### src/rtl/audio_capture.sv
// audio_capture: I2S receive front end. Generates sck/ws, deserializes NLINES
// stereo lines and writes each 16-bit sample into a circular frame buffer in
// the audio engine RAM, then announces each completed frame.
//
// Write port: wr_en is the valid strobe for wr_addr/wr_data and the RAM side is
// always ready, so every cycle with wr_en=1 is a completed write. There is no
// back-pressure and no ready signal.
module audio_capture #(
    parameter int NLINES = 4,
    parameter int FRAMES = 32,
    parameter int CK_DIV = 4,
    localparam int FW    = $clog2(FRAMES)
) (
    input  logic              ck,
    input  logic              rst,
    input  logic              en,
    output logic              sck,
    output logic              ws,
    input  logic [NLINES-1:0] sd,
    output logic              wr_en,
    output logic [FW+3:0]     wr_addr,
    output logic [15:0]       wr_data,
    output logic [FW-1:0]     frame_ptr,
    output logic              frame_done,
    input  logic              engine_busy,
    output logic              overrun,
    input  logic              overrun_clr
);

    localparam int DW = (CK_DIV > 1) ? $clog2(CK_DIV) : 1;
    localparam int LW = (NLINES > 1) ? $clog2(NLINES) : 1;

    logic [DW-1:0] div;
    logic [5:0]    bit_cnt;
    logic [5:0]    bit_cnt_nxt;
    logic [15:0]   shreg [NLINES];
    logic          burst_on;
    logic          burst_right;
    logic [LW-1:0] line_idx;
    logic          done_pend;
    logic [FW-1:0] wr_frame;

    logic div_tc;
    logic rise_ev;
    logic fall_ev;
    logic sample_bit;
    logic burst_last;

    assign div_tc      = (div == DW'(CK_DIV - 1));
    assign rise_ev     = en && div_tc && !sck;
    assign fall_ev     = en && div_tc && sck;
    assign bit_cnt_nxt = bit_cnt + 6'd1;
    // One-bit I2S delay: data bits live in slot positions 1..16.
    assign sample_bit  = (bit_cnt[4:0] != 5'd0) && (bit_cnt[4:0] <= 5'd16);
    assign burst_last  = (line_idx == LW'(NLINES - 1));

    // Bit clock divider, slot bit counter and word select.
    always_ff @(posedge ck) begin
        if (rst || !en) begin
            div     <= '0;
            sck     <= 1'b0;
            bit_cnt <= '0;
            ws      <= 1'b0;
        end else if (div_tc) begin
            div <= '0;
            sck <= ~sck;
            if (sck) begin
                bit_cnt <= bit_cnt_nxt;
                ws      <= bit_cnt_nxt[5];
            end
        end else begin
            div <= div + DW'(1);
        end
    end

    // Shift in the data bits of each line, MSB first, on sck rise events.
    always_ff @(posedge ck) begin
        if (rst) begin
            for (int n = 0; n < NLINES; n++) shreg[n] <= '0;
        end else if (rise_ev && sample_bit) begin
            for (int n = 0; n < NLINES; n++) shreg[n] <= {shreg[n][14:0], sd[n]};
        end
    end

    // Write burst: one line per cycle after the slot's last data bit ends.
    always_ff @(posedge ck) begin
        if (rst) begin
            burst_on    <= 1'b0;
            burst_right <= 1'b0;
            line_idx    <= '0;
            done_pend   <= 1'b0;
            wr_en       <= 1'b0;
            wr_addr     <= '0;
            wr_data     <= '0;
        end else if (!en) begin
            // Disabling abandons any burst and any pending frame completion.
            burst_on  <= 1'b0;
            done_pend <= 1'b0;
            wr_en     <= 1'b0;
        end else begin
            wr_en     <= burst_on;
            done_pend <= 1'b0;
            if (burst_on) begin
                wr_addr <= {wr_frame, 4'({line_idx, burst_right})};
                wr_data <= shreg[line_idx];
                if (burst_last) begin
                    burst_on  <= 1'b0;
                    done_pend <= burst_right;
                end else begin
                    line_idx <= line_idx + LW'(1);
                end
            end else if (fall_ev && bit_cnt[4:0] == 5'd16) begin
                burst_on    <= 1'b1;
                burst_right <= bit_cnt[5];
                line_idx    <= '0;
            end
        end
    end

    // Frame completion, circular frame index and sticky overrun flag.
    always_ff @(posedge ck) begin
        if (rst) begin
            frame_done <= 1'b0;
            frame_ptr  <= '0;
            wr_frame   <= '0;
            overrun    <= 1'b0;
        end else begin
            frame_done <= en && done_pend;
            if (en && done_pend) begin
                frame_ptr <= wr_frame;
                wr_frame  <= wr_frame + FW'(1);
            end
            // A new overrun takes priority over a simultaneous clear.
            if (frame_done && engine_busy) overrun <= 1'b1;
            else if (overrun_clr)          overrun <= 1'b0;
        end
    end

endmodule
### config.mk
export PLATFORM = sky130hd
export DESIGN_NAME = audio_capture
export DESIGN_NICKNAME = d
export VERILOG_FILES = /design/src/rtl/audio_capture.sv
export SDC_FILE = /design/constraint.sdc
export NUM_CORES = 1
export LEC_CHECK = 0
export ABC_AREA = 1
export BUFFER_PORTS_ARGS = -buffer_cell sky130_fd_sc_hd__buf_2
export CAP_MARGIN = 20
export CORE_MARGIN = 1
export CORE_UTILIZATION = 30
export CTS_BUF_LIST = sky130_fd_sc_hd__clkbuf_4
export CTS_CLUSTER_DIAMETER = 200
export CTS_CLUSTER_SIZE = 8
export DETAILED_ROUTE_END_ITERATION = 7
export GPL_TIMING_DRIVEN = 0
export HOLD_SLACK_MARGIN = 0.08
export PLACE_DENSITY = 0.47
export SETUP_SLACK_MARGIN = 0.02
export SLEW_MARGIN = 25
export SYNTH_ARGS = -nofsm -noshare
export SYNTH_HDL_FRONTEND = slang
export SYNTH_SLANG_ARGS = --single-unit
### constraint.sdc
create_clock -name ck -period 2.4 [get_ports ck]
set_clock_uncertainty 0.15 [all_clocks]
set_input_delay 0.24 -clock ck [delete_from_list [all_inputs] [get_ports ck]]
set_output_delay 0.24 -clock ck [all_outputs]
set_load 0.1 [all_outputs]
# ---- Yosys cells after proc, flatten, opt, wreduce, memory -nomap -nowiden
# Memory sizes are Yosys's and may differ from the RTL's. A register that Yosys moved wholly into a read port is not among the register bits.
# Index checks and enable logic that the tools add are counted.
dict set report classes {
  n_addsub 4
  order_cmp 1
  eq_ne 4
  muxes 17
  n_bitwise 8
  reduce_logical 21
}
# operator count
set op_table {}
lappend op_table {{16-bit two-way mux} 4}
lappend op_table {{1-bit two-way mux} 10}
lappend op_table {{1-bit logical AND} 8}
lappend op_table {{6-bit by 1-bit adder with 6-bit output (second input constant)} 1}
lappend op_table {{2-bit two-way mux} 3}
lappend op_table {{3-bit AND reduction} 2}
lappend op_table {{5-bit by 1-bit adder with 5-bit output (second input constant)} 1}
lappend op_table {{5-bit == test (second input constant)} 1}
lappend op_table {{5-bit <= comparator (second input constant)} 1}
lappend op_table {{5-bit nonzero test} 1}
lappend op_table {{2-bit by 1-bit adder with 2-bit output (second input constant)} 2}
lappend op_table {{2-bit == test (second input constant)} 2}
lappend op_table {{1-bit NOT} 4}
lappend op_table {{1-bit OR} 4}
lappend op_table {{2-bit AND reduction} 2}
lappend op_table {{2-bit nonzero test} 2}
lappend op_table {{2-bit OR reduction} 2}
lappend op_table {{4-bit OR reduction} 1}
lappend op_table {{1-bit logical NOT} 2}
lappend op_table {{2-bit != test (second input constant)} 1}
lappend op_table {{1-bit logical OR} 1}
dict set report totals {
  regBits 36
  ram_bits 64
  word_cells 70
  memories 1
}
# memory words width read_ports rd_clocked_by_memory_dff write_ports line_no
set mem_list {}
lappend mem_list {shreg 4 16 5 1 4 36} ;# logic [15:0] shreg [NLINES];

# ---- Logic depth before layout (Yosys ltp)
# Gate-level depths: netlist of run 1.
dict set report logic_depth {
  depth_word 8
  ltp_mapped 10
  ltp_nobuf 10
}

# ---- Least setup slack after synthesis of run 1
# No wires, ideal clock.
dict set report synth_timing {
  kind {flip-flop to flip-flop}
  startpoint {reg bit_cnt[0]}
  endpoint {mem shreg[0][0], enable pin}
  setup_ns 0.394
  arrival_time_ns 1.996
  t_required_ns 1.856
  path_slack_ns -0.141
  stages_incl_launch_ff 8
  period_less_slack_ns 2.541
  path_cell_list {dfxtp_1 -> inv_1 -> ha_1 -> nand2_1 -> nor2_1 -> ha_1 -> nor3_2 -> or2_2}
}
# item line_no
set synth_lines {}
lappend synth_lines {{from (decl)} 34} ;# logic [5:0] bit_cnt;
lappend synth_lines {{from (signal assigned)} 68} ;# bit_cnt <= bit_cnt_nxt;
lappend synth_lines {{to (decl)} 36}

==> results of run 1 <==
-- flip-flops by register name (all words and copies together) (netlist names) --
name         cells
overrun          1
burst_on         1
wr_en            1
line_idx         2
wr_data         16
burst_right      1
done_pend        1
div              2
ws               1
sck              1
frame_ptr        5
shreg           64
bit_cnt          5
frame_done       1
wr_addr          8
wr_frame         5
-- layout by cell type (no fill, tap or decap) --
master / instances
nor3_4: 1
dfxtp_1: 49
and3_1: 1
nor3_1: 7
clkinv_2: 2
nand2_2: 1
inv_2: 7
clkbuf_4: 20
clkinv_1: 3
o21ai_0: 53
buf_2: 51
buf_1: 3
dlygate4sd3_1: 8
bufinv_16: 2
inv_1: 99
or2_4: 2
edfxtp_1: 64
nand2_1: 41
o211ai_1: 1
buf_6: 6
ha_1: 6
nor3b_1: 1
buf_4: 5
dfxtp_2: 2
nand4_1: 3
nor2_1: 123
nand3_1: 19
clkbuf_1: 3
a21oi_1: 45
conb_1: 1
a211oi_2: 1
-- worst min-delay path by stage --
| stage | slack [ps] | to | startpoint |
|---|---|---|---|
| after floorplan | 230 | overrun | engine_busy |
| after global placement | 260 | div[0] | div[0] |
| after detailed placement | 270 | div[0] | div[0] |
| after CTS | 290 | div[0] | div[0] |
| after global routing | 300 | div[0] | div[0] |
| final | 280 | div[0] | div[0] |
-- stage by stage --
step | cell area (µm²) | setup WS, ps | TNS, ps
after global placement | 5370 | -123 | -7520
after global routing | 5720 | 36.0 | 0
after detailed placement | 5370 | -145 | -8990
after CTS | 5710 | 30.3 | 0
after floorplan | 4890 | 161 | 0
final | 5720 | 158 | 0
-- cells by family after synthesis --
kind of cell / Yosys count / synth area share
fa+ha+maj: 6 / 0.0154
other cells: 1 / 0.000767
compound gates: 100 / 0.104
simple gates: 198 / 0.164
flops: 115 / 0.602
buf+inv: 128 / 0.114
-- report_power, final --
group,internal (mW),switching (mW)
registers,2.11,0.0152
logic,0.0290,0.0745
clock network,0.623,0.689
total,2.76,0.779
-- final cells by class --
class	count	area (µm²)
tap	216	270
sequential	115	2950
inverter	102	383
fill	1696	10200
buffer	26	173
clock inverter	11	96.3
multi-input combinational	306	1410
clock buffer	20	150
timing repair buffer	50	290
-- timing repair --
item / CTS / global route
setup endpoints to repair: 64 / 78
gates resized for setup: 2 / 3
pin swaps: 0 / 1
gates cloned: 1 / 0
hold buffers: 8 / 0
hold endpoints to repair: 26 / 0
-- routing by layer --
metal | wire (µm) | GRT usage
met3 | 466 | 0.0479
met4 | 263 | 0.0588
met2 | 5560 | 0.243
met5 | 0 | 0
met1 | 5560 | 0.190
==> out/qor.log, run 1 <==
INFO  run_status     run_status=finished clean
INFO  setup_path     timing.reg2reg.worst_path_depth=7
INFO  die            core.rowCount=46
INFO  synthesis      synth-main-ff-cell=edfxtp_1
INFO  clock_network  clk_path_buf_depth=2
INFO  setup_path     worstPathCellList=inv_1, ha_1, nand2_1, nor2_1, ha_1, nor3_4, or2_4
INFO  pwr            total_power=3.54mW
INFO  finish         post_layout_nets=633
INFO  setup_path     timing.reg2reg.setup_slack=160ps
INFO  clock_network  skew_pair_late_insertion_delay=520ps
INFO  placed_design  place_congestion=0.825
INFO  sta            hold_viol_final=0
INFO  setup_path     endpoint_arrival_time_on_the_critical_path=2240ps
INFO  die            initial_standard_cell_utilization_of_the_core=0.308
INFO  setup_path     path_class=reg2reg
INFO  setup_path     timing.critical_path.buf_inv=1
INFO  synthesis      biggest_area_contributors_in_the_synthesized_netlist=edfxtp_1 (39%), dfxtp_1 (21%), nor2_1 (9.4%)
INFO  clock_network  ctsRootBufferMaster=clkbuf_4
INFO  placed_design  place.detailed.hpwl=8300µm
INFO  clock_network  tritoncts_clock_tree=yes
INFO  drt            detail_route.iter0.violations=279
INFO  pwr            total_leakage_power=2.48nW
INFO  synthesis      synth.avg_cell_area=8.92µm²
INFO  die            design.portCount=44
INFO  synthesis      net_count_after_synthesis=563
INFO  drt            drtPass1Iterations=6
INFO  drt            vias=3,675
INFO  sta            fin_hold_ws=282ps
INFO  setup_path     r2r-end=shreg[3][4]
INFO  drt            final_antenna_net_count=0
INFO  setup_path     worstSetupEndpointType=flip-flop
INFO  die            dieHeight=130µm
INFO  clock_network  cts.sinks=115
INFO  pwr            power_density=619nW/µm²
INFO  finish         areaGrowthSynthToFinish=16.9%
INFO  synthesis      synth.cells.most_frequent=nor2_1 (123), inv_1 (100), edfxtp_1 (64)
INFO  drt            drt-vias-per-instance=4.34
INFO  hold_path      whs_path_cells=1
INFO  sta            min_period_over_period=0.934
INFO  die            die_area=16,800µm²
INFO  finish         postLayoutCoreUtil=0.360
INFO  synthesis      synth_enable_flop_cells=64
INFO  setup_path     crit_slowest_cell=or2_4
INFO  setup_path     worst-endpoint-required=2400ps
INFO  sta            setup_violations=0
INFO  global_routing number_of_antenna_violations_at_the_first_check_in_global_routing=0
INFO  placed_design  placement.io_buffers=42
INFO  synthesis      synth_warnings=0
INFO  synthesis      synth.lib_cells_used.distinct=25
INFO  global_routing grt.overflow.total=0
INFO  finish         fraction_of_layout_instances_using_a_drive_strength_above_1=0.159
INFO  global_routing grt_first_pass_wirelength=18,500µm
INFO  finish         finalNonFillerCells=846
INFO  synthesis      yosysMostFrequentCell=nor2_1
INFO  synthesis      synth_top_cell_by_area=edfxtp_1
INFO  setup_path     crit_path_max_fanout=32
INFO  placed_design  placed_cells_incl_taps=806
INFO  sta            max_freq=446MHz
INFO  drt            routed_wl=11,900µm
INFO  drt            post_drt_wl_per_cell=14.0µm
INFO  finish         antenna_cells_inserted=0
INFO  setup_path     critical_path.top_delay_family=simple AND/OR/NAND/NOR gates
INFO  synthesis      mappedNetlistArea=4890µm²
INFO  clock_network  clk_pin_slew=100ps
INFO  global_routing via_count_of_the_first_global_routing_pass=3,569
INFO  die            dieWidth=130µm
INFO  sta            grt_setup_unrepaired=no
INFO  clock_network  cts_made_buffers=17
INFO  global_routing grt.total_usage=0.151
INFO  hold_path      worst_hold_path_type=reg2reg
INFO  setup_path     critical_path.max_stage_delay=470ps
INFO  die            coreArea=15,900µm²
INFO  drt            remaining_drc_errors=0
INFO  clock_network  htreeDepth=4
INFO  sta            tightestPinTransition=544ps
INFO  sta            final.min_clock_period=2240ps
INFO  setup_path     timing.critical_path.mode_cell=ha_1
INFO  global_routing pin_count_of_the_biggest_net_entering_global_routing=33
INFO  setup_path     worst_reg2reg_path_startpoint=bit_cnt[1]
INFO  synthesis      synthCells=548
INFO  synthesis      post-synth-top-area-fraction=0.393
INFO  synthesis      postSynthRegisterBits=115
INFO  synthesis      seq_area_frac_synth=0.602
INFO  setup_path     critical_path_origin=bit_cnt[1]
INFO  sta            relSlewSlack=0.637
INFO  setup_path     startpoint_type=flip-flop
INFO  synthesis      asyncSetResetFlopFracSynth=0
INFO  run            drv.max_cap_violation_count=0
INFO  setup_path     critical_path.endpoint=shreg[3][4]
INFO  pwr            worst_ir_drop_vdd=257µV
INFO  setup_path     timing.critical_path.depth=7
INFO  sta            final-max-slew-violation-count=0
INFO  clock_network  cts_post_setup_buffers_inserted=0
No activity file was read; power rests on OpenSTA's default activity.
==> inputs of run 2 (changes only) <==
- RECOVER_POWER: unset -> 50
==> run 2 against run 1 <==
  * Flip-flop and latch count did not move
  * First-iteration DRC count fell by 10%
  * Sequential share of layout area rose by 0.57 points
  * Via count rose by 0.41%
  * Combinational power barely moved
  * Die area did not move
  * Critical path type is now in2reg
  * Largest power group unchanged
  * Highest routed layer unchanged
==> out/qor.log, run 2 (same netlist as run 1, synthesis figures left out) <==
INFO  finish         fraction_of_layout_instances_using_a_drive_strength_above_1=0.137 [-0.0222]
INFO  finish         reg_top3=shreg: 64 flops, wr_data: 16 flops, wr_addr: 8 flops
INFO  setup_path     worst-endpoint-required=2650ps [+250 ps]
INFO  die            design.portCount=44 [unchanged]
INFO  global_routing grt.total_usage=0.151 [unchanged]
INFO  pwr            power_density=626nW/µm² [+1.0%]
INFO  global_routing grt_first_pass_wirelength=18,500µm [unchanged]
INFO  sta            final.min_clock_period=2250ps [+7.22 ps]
INFO  setup_path     startpoint_type=input port
INFO  die            dieWidth=130µm [unchanged]
INFO  drt            post_drt_wl_per_cell=14.0µm [about the same]
INFO  sta            grt_setup_unrepaired=no
INFO  drt            final_antenna_net_count=0 [unchanged]
INFO  finish         filler_cells=1,716 [+1.2%]
INFO  clock_network  cts_made_buffers=17 [unchanged]
INFO  global_routing number_of_antenna_violations_at_the_first_check_in_global_routing=0 [unchanged]
INFO  pwr            total_leakage_power=2.40nW [-3.3%]
INFO  clock_network  cts_post_setup_buffers_inserted=0 [unchanged]
INFO  placed_design  place_congestion=0.825 [unchanged]
INFO  finish         postLayoutCoreUtil=0.356 [-0.00394]
INFO  setup_path     r2r-end=shreg[2][15]
INFO  sta            tightestPinTransition=1180ps [+639 ps]
INFO  sta            hold_viol_final=0 [unchanged]
INFO  clock_network  ctsRootBufferMaster=clkbuf_4
INFO  finish         finalNonFillerCells=846 [unchanged]
INFO  global_routing grt.overflow.total=0 [unchanged]
INFO  drt            detail_route.iter0.violations=251 [-10%]
INFO  setup_path     worst_reg2reg_path_startpoint=bit_cnt[1]
INFO  die            coreArea=15,900µm² [unchanged]
INFO  hold_path      min_from=div[0]
INFO  clock_network  clk_pin_slew=100ps [about the same]
INFO  sta            finalWorstSetupSlack=151ps [-7.22 ps]
INFO  clock_network  cts.sinks=115 [unchanged]
INFO  placed_design  place.detailed.hpwl=8300µm [unchanged]
INFO  finish         final_standard_cell_area_without_fillers=5650µm² [-1.1%]
INFO  clock_network  skew_pair_late_insertion_delay=510ps [about the same]
INFO  run_status     run_status=finished clean
INFO  drt            vias=3,690 [+0.41%]
INFO  placed_design  placed_cells_incl_taps=806 [unchanged]
INFO  drt            sum_of_met2_wire_segment_lengths_after_detailed_routing=5560µm [about the same]
INFO  run            drv.max_cap_violation_count=0 [unchanged]
INFO  finish         largest_reg_flops=64 [unchanged]
INFO  setup_path     crit_path_max_fanout=10 [-69%]
INFO  placed_design  place_area=5370µm² [unchanged]
INFO  die            die_area=16,800µm² [unchanged]
INFO  drt            wirelength_met1=5570µm [about the same]
INFO  setup_path     path_class=in2reg
INFO  finish         post_layout_nets=633 [unchanged]
INFO  drt            met3_wl=463µm [-0.64%]
INFO  die            core.rowCount=46 [unchanged]
INFO  finish         most_common_cell_after_layout_fill_and_taps_aside=nor2_1
INFO  clock_network  tritoncts_clock_tree=yes
INFO  hold_path      whs_path_cells=1 [unchanged]
INFO  sta            totalNegativeSetupSlack=0ps [unchanged]
INFO  finish         antenna_cells_inserted=0 [unchanged]
INFO  pwr            total_power=3.54mW [about the same]
INFO  placed_design  placement.io_buffers=42 [unchanged]
INFO  die            initial_standard_cell_utilization_of_the_core=0.308 [unchanged]
INFO  setup_path     endpoint_arrival_time_on_the_critical_path=2500ps [+260 ps]
INFO  global_routing via_count_of_the_first_global_routing_pass=3,569 [unchanged]
INFO  drt            remaining_drc_errors=0 [unchanged]
INFO  clock_network  htreeDepth=4 [unchanged]
INFO  drt            drt-vias-per-instance=4.36 [+0.41%]
INFO  hold_path      hold_crit_endpoint=div[0]
INFO  setup_path     timing.reg2reg.setup_slack=150ps [about the same]
INFO  hold_path      worst_hold_path_type=reg2reg
INFO  drt            routed_wl=11,800µm [about the same]
INFO  sta            final-max-slew-violation-count=0 [unchanged]
INFO  die            dieHeight=130µm [unchanged]
INFO  global_routing pin_count_of_the_biggest_net_entering_global_routing=33 [unchanged]
INFO  finish         areaGrowthSynthToFinish=15.6%
INFO  sta            min_period_over_period=0.937 [+0.00301]
INFO  setup_path     timing.reg2reg.worst_path_depth=7 [unchanged]
INFO  sta            relSlewSlack=0.215 [-0.423]
INFO  finish         layout.cells.most_common_list=nor2_1 (123), inv_1 (100), edfxtp_1 (64)
INFO  sta            setup_violations=0 [unchanged]
INFO  drt            top_layer=met4
INFO  sta            fin_hold_ws=282ps [-0.0610 ps]
INFO  sta            max_freq=445MHz [-0.32%]
INFO  drt            drtPass1Iterations=5 [-1]
INFO  clock_network  clk_path_buf_depth=2 [unchanged]
INFO  pwr            worst_ir_drop_vdd=258µV [+0.28%]
INFO  finish         regMostFlops=shreg
INFO  setup_path     critical_path_origin=en
INFO  setup_path     worstSetupEndpointType=flip-flop
INFO  placed_design  dpl_worst_slack=-145ps [unchanged]
run 2: cell count changes in the layout (fill, tap and decap cells not counted), sizes merged:
cell and delta:
buf -48, clkbuf +48
run 2: cell type report:
type	instances	area (µm²)	area share
clock inverter	11	96.3	0.0170
tap	216	270	0.0478
buffer	26	123	0.0217
timing repair buffer	50	283	0.0500
inverter	102	383	0.0677
clock buffer	20	150	0.0266
sequential	115	2950	0.521
multi-input combinational	306	1400	0.248
run 2: worst max path at each step:
stage	end	slack (ps)	depth (start not counted)
after floorplan	shreg[0][0]	160	7
after global placement	shreg[2][13]	-120	7
after detailed placement	shreg[3][15]	-150	7
after CTS	shreg[2][15]	30	7
after global routing	shreg[3][4]	40	7
final	wr_data[9]	150	8
run 2: metal layers:
| layer | track usage | up-vias |
|---|---|---|
| li1 | - | 1884 |
| met1 | 0.190 | 1729 |
| met2 | 0.243 | 62 |
| met3 | 0.0479 | 15 |
| met4 | 0.0588 | 0 |
| met5 | 0 | - |
run 2: where the power goes:
group | switching [mW] | leakage (nW) | total (mW) | internal (mW)
Clock | 0.687 | 0.150 | 1.31 | 0.623
Combinational | 0.0744 | 1.17 | 0.103 | 0.0284
Sequential | 0.0152 | 1.07 | 2.12 | 2.11
Total | 0.776 | 2.40 | 3.54 | 2.76
run 2: critical path, stage by stage:
cell           delay, ps
dlygate4sd3_1        520
clkbuf_1             270
nand2_1              260
inv_1                260
clkbuf_1             550
nand3_1              260
nand2_1              110
inv_1                 40
run 2: timing repair:
action / CTS / global route
endpoints found under the hold margin: 26 / 0
resized for setup: 2 / 3
endpoints found under the setup margin: 64 / 78
pin swaps: 0 / 1
hold buffers: 8 / 0
cloned: 1 / 0
==> inputs of run 3 (changes only) <==
- CELL_PAD_IN_SITES_DETAIL_PLACEMENT: unset -> 1
- CELL_PAD_IN_SITES_GLOBAL_PLACEMENT: unset -> 2
- PLACE_DENSITY: 0.47 -> unset
- PLACE_DENSITY_LB_ADDON: unset -> 0.25
==> run 3 against run 2 <==
  * Hold slack gained 16 ps
  * Count of clock-buffer cells in the layout shrank 1
  * Clock power grew 5%
  * Critical path type unchanged
  * Critical path depth shrank 2
  * Setup slack lost 39 ps
==> out/qor.log, run 3 (same netlist as run 1, synthesis figures left out) <==
INFO  placed_design  placed_cells_incl_taps=806 [unchanged]
INFO  drt            wirelength_met1=6180µm [+11%]
INFO  setup_path     endpoint_arrival_time_on_the_critical_path=2560ps [+60 ps]
INFO  global_routing grt.total_usage=0.165 [+0.0131]
INFO  finish         post_layout_nets=633 [unchanged]
INFO  sta            setup_violations=0 [unchanged]
INFO  die            die_area=16,800µm² [unchanged]
INFO  setup_path     crit_slowest_cell=dlygate4sd3_1
INFO  clock_network  ctsRootBufferMaster=clkbuf_4
INFO  global_routing number_of_antenna_violations_at_the_first_check_in_global_routing=0 [unchanged]
INFO  finish         fraction_of_layout_instances_using_a_drive_strength_above_1=0.144 [+0.00771]
INFO  run_status     run_status=finished clean
INFO  sta            relSlewSlack=0.230 [+0.0152]
INFO  setup_path     timing.critical_path.buf_inv=5 [unchanged]
INFO  drt            post_drt_wl_per_cell=15.0µm [+7.2%]
INFO  pwr            worst_ir_drop_vdd=298µV [+15%]
INFO  drt            remaining_drc_errors=0 [unchanged]
INFO  finish         seq_area=2950µm² [unchanged]
INFO  run            drv.max_cap_violation_count=0 [unchanged]
INFO  placed_design  place.detailed.hpwl=8860µm [+6.7%]
INFO  setup_path     startpoint_type=input port
INFO  pwr            power_density=630nW/µm² [+0.72%]
INFO  hold_path      worst_hold_path_type=reg2reg
INFO  sta            final.min_clock_period=2290ps [+39.5 ps]
INFO  die            design.portCount=44 [unchanged]
INFO  global_routing pin_count_of_the_biggest_net_entering_global_routing=33 [unchanged]
INFO  finish         most_common_cell_after_layout_fill_and_taps_aside=nor2_1
INFO  clock_network  clk_path_buf_depth=2 [unchanged]
INFO  setup_path     crit_path_max_fanout=11 [+1]
INFO  global_routing grt_first_pass_wirelength=20,100µm [+8.5%]
INFO  sta            finalWorstSetupSlack=112ps [-39.5 ps]
INFO  die            dieWidth=130µm [unchanged]
INFO  finish         filler_cells=1,921 [+12%]
INFO  setup_path     timing.critical_path.mode_cell=clkbuf_1
INFO  clock_network  skew_pair_late_insertion_delay=530ps [+20 ps]
INFO  sta            max_freq=437MHz [-1.7%]
INFO  setup_path     path_class=in2reg
INFO  clock_network  clk_pin_slew=110ps [about the same]
INFO  pwr            total_leakage_power=2.42nW [+1.1%]
INFO  finish         largest_reg_flops=64 [unchanged]
INFO  clock_network  cts_made_buffers=17 [unchanged]
INFO  finish         finalNonFillerCells=847 [+0.12%]
INFO  drt            vias=3,752 [+1.7%]
INFO  clock_network  tritoncts_clock_tree=yes
INFO  placed_design  dpl_worst_slack=-258ps [-113 ps]
INFO  setup_path     critical_path.max_stage_delay=580ps [+30 ps]
INFO  drt            met3_wl=356µm [-23%]
INFO  drt            top_layer=met4
INFO  placed_design  place_congestion=0.735 [-11%]
INFO  drt            final_antenna_net_count=0 [unchanged]
INFO  die            core.rowCount=46 [unchanged]
INFO  die            initial_standard_cell_utilization_of_the_core=0.308 [unchanged]
INFO  setup_path     worstPathCellList=dlygate4sd3_1, clkbuf_1, clkbuf_1, clkbuf_1, a21oi_1, dlygate4sd3_1
INFO  global_routing via_count_of_the_first_global_routing_pass=3,705 [+3.8%]
INFO  sta            final-max-slew-violation-count=0 [unchanged]
INFO  sta            hold_viol_final=0 [unchanged]
INFO  clock_network  cts.sinks=115 [unchanged]
INFO  global_routing grt.overflow.total=0 [unchanged]
INFO  sta            grt_setup_unrepaired=yes
INFO  sta            fin_hold_ws=297ps [+15.7 ps]
INFO  finish         layout.cells.most_common_list=nor2_1 (123), inv_1 (101), edfxtp_1 (64)
INFO  die            coreArea=15,900µm² [unchanged]
INFO  setup_path     worstSetupEndpointType=flip-flop
INFO  finish         postLayoutCoreUtil=0.359 [+0.00331]
INFO  drt            routed_wl=12,700µm [+7.3%]
INFO  drt            detail_route.iter0.violations=200 [-20%]
INFO  die            dieHeight=130µm [unchanged]
INFO  finish         reg_top3=shreg: 64 flops, wr_data: 16 flops, wr_addr: 8 flops
INFO  finish         areaGrowthSynthToFinish=16.7%
INFO  setup_path     worst-endpoint-required=2670ps [+20 ps]
INFO  finish         regMostFlops=shreg
INFO  drt            sum_of_met2_wire_segment_lengths_after_detailed_routing=6000µm [+7.9%]
INFO  sta            tightestPinTransition=1160ps [-23.0 ps]
INFO  drt            drt-vias-per-instance=4.43 [+1.6%]
INFO  finish         antenna_cells_inserted=0 [unchanged]
INFO  setup_path     critical_path.top_delay_family=buffers and inverters
INFO  placed_design  placement.io_buffers=42 [unchanged]
INFO  sta            min_period_over_period=0.953 [+0.0165]
INFO  finish         multiInputGateArea=1400µm² [unchanged]
INFO  drt            drtPass1Iterations=4 [-1]
INFO  clock_network  htreeDepth=4 [unchanged]
## run 3: cell types whose count changed in the layout (fill, tap and decap cells not counted)
cell / change
clkbuf_1: -2
clkbuf_2: -5
clkinv_1: -2
inv_1: +1
clkinv_2: +2
clkinvlp_4: +1
buf_2: +2
buf_1: -1
inv_4: +2
buf_6: +6
inv_2: -2
clkbuf_4: -1
## run 3: final cells by class
class,instances,share of cell area
Buffer,26,0.0285
Clock buffer,19,0.0250
Clock inverter,13,0.0202
Inverter,102,0.0671
Multi-Input combinational cell,306,0.246
Sequential cell,115,0.516
Tap cell,216,0.0474
Timing Repair Buffer,50,0.0498
## run 3: power breakdown
part	internal, mW	switching [mW]
registers	2.11	0.0155
clock network	0.622	0.743
logic	0.0283	0.0765
total	2.76	0.835
## run 3: path summary, 6_finish.rpt
kind,cells past startpoint,start,slack [ps],to
worst max-delay path,6,rst,110,overrun
worst min-delay path,1,div[0],300,div[0]
worst max register to register,7,bit_cnt[0],140,shreg[3][9]
worst min register to register,1,div[0],300,div[0]
## run 3: routing by layer
layer,vias to the layer above,GRT usage
met5,-,0
met4,0,0.0499
met3,10,0.0458
met2,41,0.263
met1,1812,0.216
li1,1889,-
## run 3: what timing repair did
action                     in CTS  in global routing
hold buffers                    8                  0
gates resized for setup         2                  2
pin swaps                       3                  1
setup buffers                   0                  0
cloned                          1                  0
setup endpoints to repair      64                103
hold endpoints to repair       26                  0
## run 3: stage by stage
step | power (mW) | TNS [ps] | cell area (µm²)
floorplan | 2.23 | 0 | 4890
global placement | 2.26 | -14650 | 5370
detailed placement | 2.27 | -16320 | 5370
CTS | 3.65 | 0 | 5720
global route | 3.75 | -1690 | 5710
finish | 3.59 | 0 | 5710
